`config.mk`:
```
export PLATFORM = sky130hd
export DESIGN_NAME = count_sat_capture
export DESIGN_NICKNAME = d
export VERILOG_FILES = /design/src/rtl/count_pkg.sv /design/src/rtl/count_sat_capture.sv
export SDC_FILE = /design/constraint.sdc
export NUM_CORES = 1
export LEC_CHECK = 0
export CAP_MARGIN = 10
export CELL_PAD_IN_SITES_DETAIL_PLACEMENT = 1
export CELL_PAD_IN_SITES_GLOBAL_PLACEMENT = 2
export CORE_MARGIN = 2
export CORE_UTILIZATION = 33
export CTS_CLUSTER_DIAMETER = 150
export DETAILED_ROUTE_END_ITERATION = 10
export PLACE_DENSITY_LB_ADDON = 0.1
export SYNTH_ARGS = -nofsm -noshare
export SYNTH_HDL_FRONTEND = slang
export SYNTH_SLANG_ARGS = --single-unit
```
`constraint.sdc`:
```
create_clock -name clk -period 6.32 [get_ports clk]
set_input_delay 1.264 -clock clk [delete_from_list [all_inputs] [get_ports clk]]
set_output_delay 1.264 -clock clk [all_outputs]
set_load 0.01 [all_outputs]
```
`src/rtl/count_pkg.sv`:
```
// Shared definitions for the saturating step counter and its capture block.
package count_pkg;

   // Counter data width and the last value of i that still advances.
   localparam int unsigned W     = 10;
   localparam int unsigned LIMIT = 250;

   // Capture block run phases.
   typedef enum logic [1:0] {
      ST_WAIT  = 2'd0,
      ST_RUN   = 2'd1,
      ST_HOLD  = 2'd2,
      ST_CLEAR = 2'd3
   } state_e;

endpackage : count_pkg

```
`src/rtl/count_sat_capture.sv`:
```
// Watches a saturating step counter, checks its sn/i pairing, times each run,
// hands one record per run over valid/ready, then requests a counter clear.
module count_sat_capture
   import count_pkg::*;
#(
   parameter int unsigned W     = count_pkg::W,
   parameter int unsigned LIMIT = count_pkg::LIMIT,
   parameter int unsigned CW    = 16
) (
   input  logic          clk,
   input  logic          rst,
   input  logic [W-1:0]  sn_in,
   input  logic [W-1:0]  i_in,
   output logic          out_valid,
   input  logic          out_ready,
   output logic [W-1:0]  out_sn,
   output logic [CW-1:0] out_cycles,
   output logic          out_bad,
   output logic          err,
   output logic          clr_req
);

   state_e        state_q, state_d;
   logic [CW-1:0] cyc_q, cyc_d;
   logic          run_bad_q, run_bad_d;
   logic [W-1:0]  out_sn_q, out_sn_d;
   logic [CW-1:0] out_cycles_q, out_cycles_d;
   logic          out_bad_q, out_bad_d;
   logic          err_q, err_d;

   logic          start_seen;
   logic          sat_seen;
   logic          pair_bad;
   logic          sn_off;
   logic [W-1:0]  pair_diff;
   logic [CW-1:0] cyc_inc;

   // Counter sitting at its reset value marks a clean run start.
   assign start_seen = (i_in == W'(1)) && (sn_in == '0);
   assign sat_seen   = (i_in > W'(LIMIT));
   // i leads sn by exactly one step; the subtraction wraps mod 2^W.
   assign pair_diff  = i_in - sn_in;
   assign pair_bad   = (pair_diff != W'(1));
   assign sn_off     = (sn_in != W'(LIMIT));
   // Run-time counter sticks at all-ones instead of wrapping.
   assign cyc_inc    = (&cyc_q) ? cyc_q : cyc_q + CW'(1);

   // Next-state, run bookkeeping and record capture.
   always_comb begin
      // NOTE: every _d gets its hold value first so no path leaves it unassigned (no latches).
      state_d      = state_q;
      cyc_d        = cyc_q;
      run_bad_d    = run_bad_q;
      out_sn_d     = out_sn_q;
      out_cycles_d = out_cycles_q;
      out_bad_d    = out_bad_q;
      err_d        = err_q;

      unique case (state_q)
         ST_WAIT: begin
            if (start_seen) begin
               state_d   = ST_RUN;
               cyc_d     = '0;
               run_bad_d = 1'b0;
            end
         end

         ST_RUN: begin
            cyc_d = cyc_inc;
            if (pair_bad) begin
               run_bad_d = 1'b1;
               err_d     = 1'b1;
            end
            if (sat_seen) begin
               out_sn_d     = sn_in;
               // Includes the detect cycle, so a run stepping every cycle
               // from i=1 reports exactly LIMIT.
               out_cycles_d = cyc_inc;
               out_bad_d    = run_bad_q | pair_bad | sn_off;
               if (sn_off) begin
                  err_d = 1'b1;
               end
               state_d = ST_HOLD;
            end
         end

         ST_HOLD: begin
            if (out_ready) begin
               state_d = ST_CLEAR;
            end
         end

         ST_CLEAR: begin
            state_d = ST_WAIT;
         end

         default: begin
            state_d = ST_WAIT;
         end
      endcase
   end

   // State and record registers with synchronous reset.
   always_ff @(posedge clk) begin
      // NOTE: sequential state uses non-blocking assignments so all registers update together.
      if (rst) begin
         state_q      <= ST_WAIT;
         cyc_q        <= '0;
         run_bad_q    <= 1'b0;
         out_sn_q     <= '0;
         out_cycles_q <= '0;
         out_bad_q    <= 1'b0;
         err_q        <= 1'b0;
      end else begin
         state_q      <= state_d;
         cyc_q        <= cyc_d;
         run_bad_q    <= run_bad_d;
         out_sn_q     <= out_sn_d;
         out_cycles_q <= out_cycles_d;
         out_bad_q    <= out_bad_d;
         err_q        <= err_d;
      end
   end

   assign out_valid  = (state_q == ST_HOLD);
   assign clr_req    = (state_q == ST_CLEAR);
   assign out_sn     = out_sn_q;
   assign out_cycles = out_cycles_q;
   assign out_bad    = out_bad_q;
   assign err        = err_q;

endmodule : count_sat_capture
```
==> impl_metrics.ini <==
[placement]
port_buffers = 52
gp_congestion = 0.840
dp_hpwl_mm = 5.95
dp_slack_ns = 2.38

[synth]
avgSynthCellArea_um2 = 8.16
netlist_area_um2 = 2860
synth.distinct_cells = 56
yosys_warnings = 0
synth_top_flop_cell = dfxtp_1
seq_area_frac_synth = 0.329
synth_seq_cells = 47
synth.area.top_cells = dfxtp_1 (33%), ha_1 (6.1%), nand2_1 (5.9%), a21oi_1 (5.8%), nor2_1 (4.6%)
synthTopCellsByCount = dfxtp_1 (47), nand2_1 (45), nor2_1 (35), a21oi_1 (33), inv_1 (22)
yosysMostFrequentCell = dfxtp_1
yosysTopAreaCell = dfxtp_1
synth_edf_count = 0
synth_top_area_share = 0.329
syn-num-nets = 388
synthCells = 350
ys_async_sr_fraction = 0

[worst_hold_path]
hold_path_class = register to register
holdPathStages = 2

[power_and_ir_drop]
power.share.switching = 0.339
p_comb_frac = 0.356
power_switching_mw = 0.312
seqPwrFrac = 0.395
vdd_drop_max_v = 0.000107
cellInternalPower_mw = 0.609
power.density_nw_per_um2 = 261
p_clk_frac = 0.249
power.leakage_nw = 1.24

[clock_tree]
root_buffer = clkbuf_8
clock_sinks = 47
cts_max_path_buffers = 2
post_cts_buffers = 0
cts.clk_slew.worst_paths_ns = 0.09
clock_latency_ns = 0.31
hold_buffers = 0
ctsResizeCount = 0
cts_tree = yes
cts_max_level = 2
cts_inserted_buffers = 5

[sta]
finalSetupTns_ns = 0
timing.fmax_ghz = 0.279
maxSlewHeadroom = 0.280
min_period_over_period = 0.566
finalWorstSetupSlack_ns = 2.74
post-route-min-period_ns = 3.58
worst_pin_slew_ns = 1.07
setup_viol = 0
final-hold-violation-count = 0
rsz0062_at_grt = false
slew_violations = 0
fin_skew_ns = 0.0115

[routing]
wl_met1_mm = 4.05
wl_met3_um = 341
viasPerCell = 5.30
routed_wire_length_per_instance_um = 16.0
drtPass1Iterations = 4
ant_nets = 0
route.met2.wl_mm = 3.52
num_vias = 2651
drc_errors = 0
highest_layer = met4
first_iter_violations = 99
totalWireLength_mm = 8.02

[worst_setup_path]
endpoint_kind = register
start_kind = input pin
crit_type = input pin to register
cp.required_ns = 6.46
r2r_cells = 7
crit_fanout = 3
r2r_slack_ns = 3.59
worstPathArrival_ns = 3.72

[floorplanning]
die_y_um = 97.0
dieArea_um2 = 9420
die_w_um = 97.0
io_pins = 53
coreArea_um2 = 8300
start_util = 0.344
rows = 33

[global_routing]
antenna_found_initial = 0
grt_pass1_vias = 2718
grt_use_total = 0.175
grt_start_max_net_pins = 51
grt_pass1_wl_mm = 13.7
grt.overflow.total = 0

[cells_and_area]
num-nets-final = 432
antenna_cells = 0
area_growth_pct = 23.7
drive_above_1_share = 0.0785

[status]
status = completed

[flow_run]
maxCapViolations = 0
==> cell usage in the layout, fill, tap and decap left out, types with 4 or more instances in the layout <==
cell type        count
clkdlybuf4s50_1     51
dfxtp_1             47
nand2_1             45
nor2_1              35
a21oi_1             33
inv_1               22
a211oi_1            14
ha_1                14
nor3_1              11
xnor2_1             10
nand3_1              7
nand4_1              7
nand2b_1             6
mux2i_1              6
o21ai_0              6
nor4_2               5
xor2_1               5
clkbuf_8             5
o211a_1              4
==> logic make-up after synthesis <==
logic type,share of synthesized area
muxes,0.0329
and+or+nand+nor,0.261
xor gates and xnor gates,0.0460
buffers and inverters,0.0604
AOI/OAI and AO/OA,0.202
adders and majority gates,0.0683
DFF,0.329
==> per-stage QoR <==
stage | hold slack (ns) | instances | utilization | cell area, µm² | power, mW
2_1_floorplan | 0.471 | 350 | - | 2860 | 0.560
3_3_place_gp | 0.443 | 492 | 0.412 | 3420 | 0.697
3_5_place_dp | 0.457 | 492 | 0.412 | 3420 | 0.703
4_1_cts | 0.470 | 500 | 0.426 | 3530 | 0.936
5_1_grt | 0.494 | 500 | 0.426 | 3530 | 0.982
6_report | 0.466 | 500 | 0.426 | 3530 | 0.921
==> path summary, 6_finish.rpt <==
check | from | endpoint
hold / removal | out_sn[8] | out_sn[8]
setup / recovery | i_in[0] | run_bad_q
hold reg to reg | out_sn[8] | out_sn[8]
setup reg to reg | cyc_q[0] | out_cycles[5]
==> sequential cells by signal, summed over array words and instances, names as in the netlist <==
signal,flops
cyc_q,16
err,1
out_bad,1
out_cycles,16
out_sn,10
run_bad_q,1
state_q,2
==> worst max-delay path, stage by stage <==
cell	delay, ns
clkdlybuf4s50_1	0.52
inv_1	0.06
ha_1	0.22
fa_1	0.42
xnor2_1	0.15
a2111oi_0	0.49
nand4_1	0.18
nor4_2	0.26
a2111oi_0	0.16
==> power by group through the flow <==
stage / clock network [mW] / logic (mW) / registers [mW]
detailed placement: 0 / 0.333 / 0.371
global placement: 0 / 0.327 / 0.370
finish: 0.230 / 0.328 / 0.364
CTS: 0.237 / 0.334 / 0.365
floorplan: 0 / 0.174 / 0.386
global route: 0.247 / 0.365 / 0.370
==> routing by layer <==
layer	up-vias	global-route usage
met5	-	0
met4	0	0.0423
met3	11	0.0383
met2	50	0.273
met1	1258	0.246
li1	1332	-
==> final cells by class <==
type                       count  area [µm²]
multi-input combinational    265        1740
inverter                      22        82.6
timing repair buffer          53         523
sequential                    47         941
fill                         989        4770
tap                          105         131
clock inverter                 3        43.8
clock buffer                   5        68.8
Power figures use the tool's default switching activity.
